[src/rtl/block_store_pkg.sv]
// Shared definitions for the brick-state store: default geometry and the
// arbiter FSM state encoding.
package block_store_pkg;

  localparam int NUM_BLOCKS_DEF = 100;
  localparam int ADDR_W_DEF     = 7;
  localparam int CNT_W_DEF      = 7;

  // SWEEP: level-init fill, SERVE: normal arbitration, WPEND: kill write waiting for a free port
  typedef enum logic [1:0] {
    SWEEP = 2'd0,
    SERVE = 2'd1,
    WPEND = 2'd2
  } blk_state_e;

endpackage

[src/rtl/block_store_arbiter_if.sv]
// Requester-side bus of the brick store: renderer read channel and
// physics read/read-kill channel. master = requesters, slave = arbiter.
interface block_store_arbiter_if
  import block_store_pkg::*;
#(
  parameter int ADDR_W = ADDR_W_DEF
);

  logic              vid_req;
  logic [ADDR_W-1:0] vid_addr;
  logic              vid_alive;

  logic              phy_req;
  logic [ADDR_W-1:0] phy_addr;
  logic              phy_kill;
  logic              phy_gnt;
  logic              phy_valid;
  logic              phy_alive;

  modport master (
    output vid_req, vid_addr, phy_req, phy_addr, phy_kill,
    input  vid_alive, phy_gnt, phy_valid, phy_alive
  );

  modport slave (
    input  vid_req, vid_addr, phy_req, phy_addr, phy_kill,
    output vid_alive, phy_gnt, phy_valid, phy_alive
  );

endinterface

[src/rtl/block_state_ram.sv]
// Single-port 1-bit brick-state memory: synchronous write, registered
// read, no reset (contents are established by the level-init sweep).
module block_state_ram #(
  parameter int DEPTH  = 100,
  parameter int ADDR_W = 7
) (
  input  logic              clk,
  input  logic [ADDR_W-1:0] addr,
  input  logic              we,
  input  logic              wdata,
  output logic              rdata
);

  logic mem [DEPTH];
  logic rdata_reg;

  // One access per cycle; read data reflects the contents before any same-cycle write
  always_ff @(posedge clk) begin
    if (we) begin
      mem[addr] <= wdata;
    end
    rdata_reg <= mem[addr];
  end

  assign rdata = rdata_reg;

endmodule

[src/rtl/block_store_arbiter.sv]
// Brick-state store arbiter: shares the single-port brick memory between the
// renderer (fixed priority, 1-cycle read latency, never stalls) and physics
// (read / read-kill with grant handshake), and runs the level-init sweep.
// Optional alive counter enabled by defining BLOCK_STORE_COUNT_EN.
module block_store_arbiter
  import block_store_pkg::*;
#(
  parameter int NUM_BLOCKS = NUM_BLOCKS_DEF,
  parameter int ADDR_W     = ADDR_W_DEF,
  parameter int CNT_W      = CNT_W_DEF
) (
  input  logic                  clk,
  input  logic                  reset_n,
  input  logic                  level_init,
  output logic                  init_busy,
  block_store_arbiter_if.slave  bus,
  output logic [CNT_W-1:0]      alive_count,
  output logic                  all_cleared
);

  localparam logic [ADDR_W-1:0] LAST_ADDR  = ADDR_W'(NUM_BLOCKS - 1);
  localparam logic [ADDR_W:0]   ADDR_LIMIT = (ADDR_W + 1)'(NUM_BLOCKS);

  blk_state_e        state_reg, state_next;
  logic [ADDR_W-1:0] ptr_reg;
  logic [ADDR_W-1:0] pend_addr_reg;
  logic [ADDR_W-1:0] phy_addr_reg;
  logic              init_busy_reg;
  logic              vid_rd_reg;
  logic              phy_valid_reg;
  logic              phy_kill_reg;
  logic              phy_inr_reg;

  logic [ADDR_W-1:0] ram_addr;
  logic              ram_we;
  logic              ram_wdata;
  logic              ram_rdata;

  logic              vid_inr;
  logic              phy_inr;
  logic              enter_wpend;
  logic              fwd_hit;
  logic              sweep_last;
  logic              phy_gnt;
  logic              vid_read;

  block_state_ram #(
    .DEPTH  (NUM_BLOCKS),
    .ADDR_W (ADDR_W)
  ) u_ram (
    .clk   (clk),
    .addr  (ram_addr),
    .we    (ram_we),
    .wdata (ram_wdata),
    .rdata (ram_rdata)
  );

  assign vid_inr = ({1'b0, bus.vid_addr} < ADDR_LIMIT);
  assign phy_inr = ({1'b0, bus.phy_addr} < ADDR_LIMIT);

  // The physics read data is on ram_rdata during the PHY_VALID cycle; a live
  // brick with a kill request turns into a pending write.
  assign enter_wpend = (state_reg == SERVE) && phy_valid_reg && phy_kill_reg
                       && phy_inr_reg && ram_rdata;

  // A video read of a brick that is (about to be) killed must already see it dead.
  assign fwd_hit = ((state_reg == WPEND) && (bus.vid_addr == pend_addr_reg)) ||
                   (enter_wpend && (bus.vid_addr == phy_addr_reg));

  // init_busy_reg gates sweep writes so the busy window and the writes line up after reset
  assign sweep_last = init_busy_reg && (ptr_reg == LAST_ADDR);

  // FSM state register
  always_ff @(posedge clk or negedge reset_n) begin
    if (!reset_n) begin
      state_reg <= SWEEP;
    end else begin
      state_reg <= state_next;
    end
  end

  // FSM next-state: LEVEL_INIT overrides everything, including a pending kill
  always_comb begin
    state_next = state_reg;
    case (state_reg)
      SWEEP: begin
        if (!level_init && sweep_last) state_next = SERVE;
      end
      SERVE: begin
        if (level_init)       state_next = SWEEP;
        else if (enter_wpend) state_next = WPEND;
      end
      WPEND: begin
        if (level_init)        state_next = SWEEP;
        else if (!bus.vid_req) state_next = SERVE;
      end
      default: state_next = SWEEP;
    endcase
  end

  // FSM outputs: memory port steering, physics grant and video read qualification
  always_comb begin
    ram_addr  = bus.vid_addr;
    ram_we    = 1'b0;
    ram_wdata = 1'b0;
    phy_gnt   = 1'b0;
    vid_read  = bus.vid_req && (state_reg != SWEEP) && vid_inr && !fwd_hit;
    case (state_reg)
      SWEEP: begin
        ram_addr  = ptr_reg;
        ram_we    = init_busy_reg && !level_init;
        ram_wdata = 1'b1;
      end
      SERVE: begin
        if (!bus.vid_req && bus.phy_req && !enter_wpend && !level_init) begin
          phy_gnt  = 1'b1;
          ram_addr = bus.phy_addr;
        end
      end
      WPEND: begin
        if (!bus.vid_req && !level_init) begin
          ram_addr = pend_addr_reg;
          ram_we   = 1'b1;
        end
      end
      default: ;
    endcase
  end

  // Datapath registers: sweep pointer, physics request latch, pending-kill address, read tags
  always_ff @(posedge clk or negedge reset_n) begin
    if (!reset_n) begin
      ptr_reg       <= '0;
      pend_addr_reg <= '0;
      phy_addr_reg  <= '0;
      init_busy_reg <= 1'b0;
      vid_rd_reg    <= 1'b0;
      phy_valid_reg <= 1'b0;
      phy_kill_reg  <= 1'b0;
      phy_inr_reg   <= 1'b0;
    end else begin
      if (level_init) begin
        ptr_reg <= '0;
      end else if ((state_reg == SWEEP) && init_busy_reg) begin
        ptr_reg <= sweep_last ? '0 : ptr_reg + 1'b1;
      end
      init_busy_reg <= (state_next == SWEEP);
      vid_rd_reg    <= vid_read;
      phy_valid_reg <= phy_gnt;
      if (phy_gnt) begin
        phy_addr_reg <= bus.phy_addr;
        phy_kill_reg <= bus.phy_kill;
        phy_inr_reg  <= phy_inr;
      end
      if (enter_wpend) begin
        pend_addr_reg <= phy_addr_reg;
      end
    end
  end

  assign init_busy     = init_busy_reg;
  assign bus.phy_gnt   = phy_gnt;
  assign bus.phy_valid = phy_valid_reg;
  assign bus.phy_alive = phy_valid_reg && phy_inr_reg && ram_rdata;
  assign bus.vid_alive = vid_rd_reg && ram_rdata;

`ifdef BLOCK_STORE_COUNT_EN
  logic [CNT_W-1:0] count_reg, count_next;
  logic             all_cleared_reg;
  logic             commit;

  assign commit = ram_we && (state_reg == WPEND);

  // Alive counter: zero while sweeping, full on sweep end, minus one per committed kill
  always_comb begin
    count_next = count_reg;
    if (state_next == SWEEP) begin
      count_next = '0;
    end else if (state_reg == SWEEP) begin
      count_next = CNT_W'(NUM_BLOCKS);
    end else if (commit && (count_reg != '0)) begin
      count_next = count_reg - 1'b1;
    end
  end

  // Counter and cleared flag registers
  always_ff @(posedge clk or negedge reset_n) begin
    if (!reset_n) begin
      count_reg       <= '0;
      all_cleared_reg <= 1'b0;
    end else begin
      count_reg       <= count_next;
      all_cleared_reg <= (count_next == '0) && (state_next != SWEEP);
    end
  end

  assign alive_count = count_reg;
  assign all_cleared = all_cleared_reg;
`else
  assign alive_count = '0;
  assign all_cleared = 1'b0;
`endif

endmodule
[src/flat_wrapper.sv]
// flat-port wrapper written by rule: the top's interface ports become plain ports
module block_store_arbiter_flat import block_store_pkg::*;
#(
  parameter int NUM_BLOCKS = NUM_BLOCKS_DEF,
  parameter int ADDR_W     = ADDR_W_DEF,
  parameter int CNT_W      = CNT_W_DEF
)
  (clk, reset_n, level_init, init_busy, alive_count, all_cleared, bus_vid_req, bus_vid_addr, bus_phy_req, bus_phy_addr, bus_phy_kill, bus_vid_alive, bus_phy_gnt, bus_phy_valid, bus_phy_alive);
  block_store_arbiter_if #(.ADDR_W(ADDR_W)) bus_i ();
  input  logic clk;
  input  logic reset_n;
  input  logic level_init;
  output logic init_busy;
  output logic [CNT_W-1:0] alive_count;
  output logic all_cleared;
  input wire logic [$bits(bus_i.vid_req)-1:0] bus_vid_req;
  input wire logic [$bits(bus_i.vid_addr)-1:0] bus_vid_addr;
  input wire logic [$bits(bus_i.phy_req)-1:0] bus_phy_req;
  input wire logic [$bits(bus_i.phy_addr)-1:0] bus_phy_addr;
  input wire logic [$bits(bus_i.phy_kill)-1:0] bus_phy_kill;
  output wire logic [$bits(bus_i.vid_alive)-1:0] bus_vid_alive;
  output wire logic [$bits(bus_i.phy_gnt)-1:0] bus_phy_gnt;
  output wire logic [$bits(bus_i.phy_valid)-1:0] bus_phy_valid;
  output wire logic [$bits(bus_i.phy_alive)-1:0] bus_phy_alive;
  assign bus_i.vid_req = bus_vid_req;
  assign bus_i.vid_addr = bus_vid_addr;
  assign bus_i.phy_req = bus_phy_req;
  assign bus_i.phy_addr = bus_phy_addr;
  assign bus_i.phy_kill = bus_phy_kill;
  assign bus_vid_alive = bus_i.vid_alive;
  assign bus_phy_gnt = bus_i.phy_gnt;
  assign bus_phy_valid = bus_i.phy_valid;
  assign bus_phy_alive = bus_i.phy_alive;
  block_store_arbiter #(.NUM_BLOCKS(NUM_BLOCKS), .ADDR_W(ADDR_W), .CNT_W(CNT_W)) u_core (.clk(clk), .reset_n(reset_n), .level_init(level_init), .init_busy(init_busy), .bus(bus_i), .alive_count(alive_count), .all_cleared(all_cleared));
endmodule
[config.mk]
export PLATFORM = sky130hd
export DESIGN_NAME = block_store_arbiter_flat
export DESIGN_NICKNAME = d
export VERILOG_FILES = /design/src/rtl/block_store_pkg.sv /design/src/rtl/block_store_arbiter_if.sv /design/src/rtl/block_state_ram.sv /design/src/rtl/block_store_arbiter.sv /design/src/flat_wrapper.sv
export SDC_FILE = /design/constraint.sdc
export NUM_CORES = 1
export LEC_CHECK = 0
export BUFFER_PORTS_ARGS = -buffer_cell sky130_fd_sc_hd__buf_2
export CAP_MARGIN = 20
export CORE_MARGIN = 2
export CORE_UTILIZATION = 60
export DETAILED_ROUTE_END_ITERATION = 10
export GPL_TIMING_DRIVEN = 0
export PLACE_DENSITY = 0.78
export SLEW_MARGIN = 40
export SYNTH_ARGS = -nofsm -noshare
export SYNTH_HDL_FRONTEND = slang
export SYNTH_SLANG_ARGS = --single-unit
[constraint.sdc]
create_clock -name clk -period 6.2 [get_ports clk]
set_input_delay 1.86 -clock clk [delete_from_list [all_inputs] [get_ports clk]]
set_output_delay 1.86 -clock clk [all_outputs]
set_load 0.02 [all_outputs]
## Yosys cells after proc, flatten, opt, wreduce, memory -nomap -nowiden

Memory sizes are Yosys's and may differ from the RTL's. A register that Yosys moved wholly into a read port is not among the register bits.
Cells that the tools add are included.

- Bits in registers: 28
- Bits in writable memories: 100
- Input port bits: 20
- Logic and storage cells: 66
- Memories: 1

Memory list:

| memory | words | width | rd ports | clocked after Yosys merged registers in | write ports | line | RTL |
|---|---|---|---|---|---|---|---|
| u_core.u_ram.mem | 100 | 1 | 1 | 1 | 1 | block_state_ram.sv:14 | `logic mem [DEPTH];` |

- Add/subtract/negate cells: 1
- Order comparisons: 2
- Equality and inequality tests: 5
- Multiplexer cells: 19
- Reductions and logical operators: 29

Operators by type and width:

| kind | count |
|---|---|
| two-way mux 7 bit | 5 |
| case mux 7 bit (3 select lines) | 1 |
| logical AND 1 bit | 20 |
| equality test 7 bit | 2 |
| < comparator 7 bit, second input constant | 2 |
| two-way mux 2 bit | 5 |
| adder 7 x 1 -> 7 bit, second input constant | 1 |
| equality test 7 bit, second input constant | 1 |
| two-way mux 1 bit | 6 |
| case mux 2 bit (3 select lines) | 1 |
| zero test 1 bit | 4 |
| zero test 2 bit | 2 |
| nonzero test 2 bit | 2 |
| equality test 2 x 1 -> 1 bit, second input constant | 1 |
| equality test 2 bit, second input constant | 1 |
| case mux 1 bit (2 select lines) | 1 |
| logical OR 1 bit | 1 |

## Longest topological paths before layout

- Word-level depth: 10
- Mapped depth: 13
- Mapped depth without buffers: 9

## Cells and area by module

Synthesis repeated with hierarchy kept, for this count alone.

- Cell total of the unflattened synthesis: 539
- Area total of the unflattened synthesis: 6,436.2 µm²

By module, submodules not included:

| module | instances | cells an instance | area an instance (µm²) | sequential area each (µm²) |
|---|---|---|---|---|
| block_state_ram | 1 | 345 | 4,523.1 | 3,022.9 |
| block_store_arbiter | 1 | 194 | 1,913.1 | 700.7 |

## Worst setup path after synthesis

OpenSTA, ideal clock, no wires.

- Kind: register -> register
- From: register u_core.state_reg[1]
- To: register u_core.u_ram.rdata_reg (netlist: u_core.u_ram.rdata) (read register of u_core.u_ram.mem)
- Setup time: 0.136 ns
- Data arrival time: 4.776 ns
- Required time: 6.064 ns
- Slack: 1.289 ns
- Cell stages (with the launch flop): 9
- Path buffers: 0
- Cell sequence: dfrtp_1 nor2_1 a211oi_4 a221oi_4 mux2_2 a221oi_1 a21bo_1 nor4b_1 o32ai_1

- Word-level cells in the longest chain between the ends: 10
- Elaborated cells on any way between the ends: 12

Ends and longest elaborated chain:

| what | line | RTL |
|---|---|---|
| start: declaration | block_store_arbiter.sv:24 | `blk_state_e state_reg, state_next;` |
| start signal: assignment | block_store_arbiter.sv:78 | `state_reg <= state_next;` |
| equality test 2 x 1 -> 1 bit | block_store_arbiter.sv:63, block_store_arbiter.sv:108 |  |
| logical AND 1 bit (2 in a row) | block_store_arbiter.sv:63 | `assign enter_wpend = (state_reg == SERVE) && phy_valid_reg && phy_kill_reg` |
| logical AND 1 bit (2 in a row) | block_store_arbiter.sv:64 | `&& phy_inr_reg && ram_rdata;` |
| zero test 1 bit | block_store_arbiter.sv:115 | `if (!bus.vid_req && bus.phy_req && !enter_wpend && !level_init) begin` |
| logical AND 1 bit (2 in a row) | block_store_arbiter.sv:115 |  |
| two-way mux 7 bit | block_store_arbiter.sv:115 |  |
| case mux 7 bit (3 select lines) (*) | block_store_arbiter.sv:108 | `case (state_reg)` |
| end: declaration | block_state_ram.sv:15 | `logic rdata_reg;` |

Mark *: on every way between the ends. The rest lies on a longest branch, timed or not.
A chain may end at the register's enable or synchronous reset.

## Worst setup path after layout

- From: input bus_vid_req
- To: output bus_phy_gnt

- Word-level cells in the longest chain between the ends: 6

Ends and longest elaborated chain:

| what | line | RTL |
|---|---|---|
| start: declaration | flat_wrapper.sv:16 | `input wire logic [$bits(bus_i.vid_req)-1:0] bus_vid_req;` |
| zero test 1 bit | - |  |
| logical AND 1 bit (3 in a row) | block_store_arbiter.sv:115 |  |
| two-way mux 1 bit | block_store_arbiter.sv:115 |  |
| two-way mux 1 bit | block_store_arbiter.sv:108 |  |
| end: declaration | flat_wrapper.sv:22 | `output wire logic [$bits(bus_i.phy_gnt)-1:0] bus_phy_gnt;` |

No other way between the ends.

==> flow_summary.yaml <==
die:
  ioPinCount: 33
  fp-row-count: 38
  start_util: 0.6121
  dieWidth_microns: 108.9
  core_area_sq_um: 10790
  fp.dieH_microns: 108.9
  dieArea_sq_um: 11870
global_route:
  grt.met3_usage: 0.06695
  grtUsageMet1: 0.3729
  grt-busiest-layer: "met2"
  grtUsageTotal: 0.3024
  met2_usage: 0.5049
  antenna_found_initial: 0
  overflow: 0
  grt_pass1_wl_microns: 26380
  grt_max_degree: 36
  grt_pass1_vias: 5033
hold_path:
  hold_class: "reg -> reg"
sta:
  clock_skew_ps: 6.817
  fin_crit_sh: 0.8005
  finalSetupViolCount: 0
  fin_ws_ps: 1237
  hold_violations: 0
  fin_setup_tns_ps: 0
  fmax_mhz: 201.5
  drv_slew: 0
  period_minus_slack_ps: 4963
  holdWs_ps: 528.1
  rsz0062_at_grt: "no"
  worst_slew_pin_slew_ps: 760.9
  maxSlewHeadroom: 0.4927
setup_path:
  crit_path_start_kind: "input port"
  worstPathArrival_ps: 3100
  worstSetupPathType: "in -> out"
  required_ps: 4340
  crit_path_end_kind: "output port"
  regToRegSetupSlack_ps: 2430
  critPathMaxFanout: 8
clock_tree:
  cts_resized: 0
  clock_latency_ps: 520
  cts_hold_buf: 0
  cts_tree: "built"
  path_clk_slew_ps: 60
  cts_setup_buffers: 0
  ctsRootBufferMaster: "clkbuf_8"
  cts_max_level: 4
  numCtsBuffers: 17
  cts_buffer_depth: 2
  clock-sinks: 129
yosys:
  ys_warn_count: 0
  avgSynthCellArea_sq_um: 10.78
  synth.distinct_cells: 72
  syn_area_sq_um: 6606
  ys_seq_area_frac: 0.5636
  netlist_instances: 613
  ys_async_sr_fraction: 0.2171
  synth-seq-cells: 129
  synth-main-ff-cell: "edfxtp_1"
  synth_edf_count: 100
final_layout:
  largest_reg_flops: 100
  n_antenna_cell: 0
  drive_gt1_frac: 0.1376
  syn2layout_area_growth_pct: 14.77
  layout.nets: 685
  stdcell_count: 816
  top_register: "u_core.u_ram.mem"
power:
  leakagePower_nw: 2.693
  switching_share: 0.2195
  ir_worst_vdd_v: 0.0002011
  pwr-share-comb: 0.071
  p_per_area_nw_per_um2: 274.3
  p_clk_frac: 0.482
  power_frac_seq: 0.447
  switching_power_uw: 456.6
  finalPower_mw: 2.080
  internal_power_mw: 1.623
routing:
  wl_per_cell_microns: 20.89
  drt-vias-per-instance: 6.449
  drt_pass1_iterations: 6
  drt-total-wl_microns: 17040
  drc_errors: 0
  vias: 5262
  drt-initial-drc-count: 707
  postRouteAntennaNets: 0
place:
  dpl_worst_slack_ps: 1137
  portBuffers: 22
  place_congestion: 0.9817
  dp_cells: 785
  hpwlAfterDp_microns: 11260
flow_run:
  max-cap-violations: 0
run_status:
  status: "finished, final reports clean"
## power groups by stage
| stage | clock (mW) | combinational (mW) | sequential (mW) |
|---|---|---|---|
| final | 1.00 | 0.147 | 0.929 |
| after global routing | 1.05 | 0.156 | 0.929 |
| after CTS | 1.01 | 0.143 | 0.929 |
| after detailed placement | 0 | 0.141 | 0.947 |
| after global placement | 0 | 0.138 | 0.946 |
| after floorplan | 0 | 0.0931 | 0.946 |
## final timing paths
kind / from / to / cells after the start
min in group asynchronous: reset_n / u_core.pend_addr_reg[0] / 1
worst max-delay path: bus_vid_req / bus_phy_gnt / 5
worst min register to register: u_core.phy_addr_reg[5] / u_core.pend_addr_reg[5] / 2
max in group asynchronous: reset_n / u_core.ptr_reg[0] / 1
worst min-delay path: u_core.phy_addr_reg[5] / u_core.pend_addr_reg[5] / 2
worst max register to register: u_core.state_reg[1] / u_core.u_ram.mem[81] / 9
## layer usage
| layer | up-vias | part of all wire |
|---|---|---|
| li1 | 2332 | - |
| met1 | 2505 | 0.38 |
| met2 | 367 | 0.49 |
| met3 | 58 | 0.091 |
| met4 | 0 | 0.036 |
| met5 | - | 0 |
## critical path, cell delays in order
cell and delay [ps]:
buf_2 140, nor3b_1 530, nand3_1 200, inv_2 180, buf_2 190
## kinds of logic after synthesis
logic type      after synthesis  synth area share
compound gates               92            0.1081
fa+ha+maj                     1          0.001894
flops                       129            0.5636
buf+inv                      50           0.04337
mux                          33           0.05208
other cells                   1         0.0005676
xor+xnor                     16           0.02121
simple gates                291            0.2091
## final cells by class
class	count	area, sq um
plain buffers	43	260.3
clock buffers	20	425.4
clock inverters	11	163.9
fillers	802	3211
inverters	7	26.28
multi-input cells	441	2640
flip-flops and latches	129	3724
well taps	140	175.2
repair buffers	25	167.7
## per-stage QoR
stage,util,instance area [sq um]
floorplan,-,6633
global placement,0.6410,6918
detailed placement,0.6475,6988
CTS,0.7021,7577
global route,0.7025,7582
finish,0.7025,7582
## layout by cell type, fill, tap and decap left out, types with 9 or more instances in the layout
cell type,synthesis,layout
mux2_2,9,9
nand3_1,11,11
edfxtp_1,100,100
dfrtp_1,28,28
nor4b_1,11,11
mux2i_1,22,22
xnor2_1,13,13
a211oi_1,12,10
clkbuf_1,24,27
clkbuf_16,0,16
nor2_1,123,122
a21oi_1,15,15
buf_2,5,27
nand2_1,92,92
## synthesized netlist by cell type, types with 3 or more instances
cell type / instances / area (sq um)
nor2_1: 123 / 461.7
edfxtp_1: 100 / 3003
nand2_1: 92 / 345.3
dfrtp_1: 28 / 700.7
clkbuf_1: 24 / 90.09
mux2i_1: 22 / 220.2
a21oi_1: 15 / 75.07
xnor2_1: 13 / 113.9
a211oi_1: 12 / 90.09
nand3_1: 11 / 55.05
nor4b_1: 11 / 96.34
mux2_2: 9 / 101.4
buf_4: 8 / 60.06
o21ai_0: 8 / 40.04
and4_1: 6 / 52.55
inv_1: 6 / 22.52
o211ai_1: 6 / 45.04
and3_1: 5 / 31.28
buf_2: 5 / 25.02
nand2b_1: 5 / 31.28
nor2b_1: 5 / 31.28
nor3_1: 5 / 25.02
a21o_1: 4 / 30.03
buf_6: 4 / 45.04
nand4_1: 4 / 25.02
o21ai_1: 4 / 20.02
o31ai_1: 4 / 30.03
a211o_1: 3 / 26.28
a221oi_1: 3 / 26.28
a311oi_1: 3 / 26.28
a32oi_1: 3 / 26.28
and2_1: 3 / 18.77
nand4bb_1: 3 / 33.78
nor4_1: 3 / 18.77
xor2_1: 3 / 26.28
No activity file was read; power rests on OpenSTA's default activity.
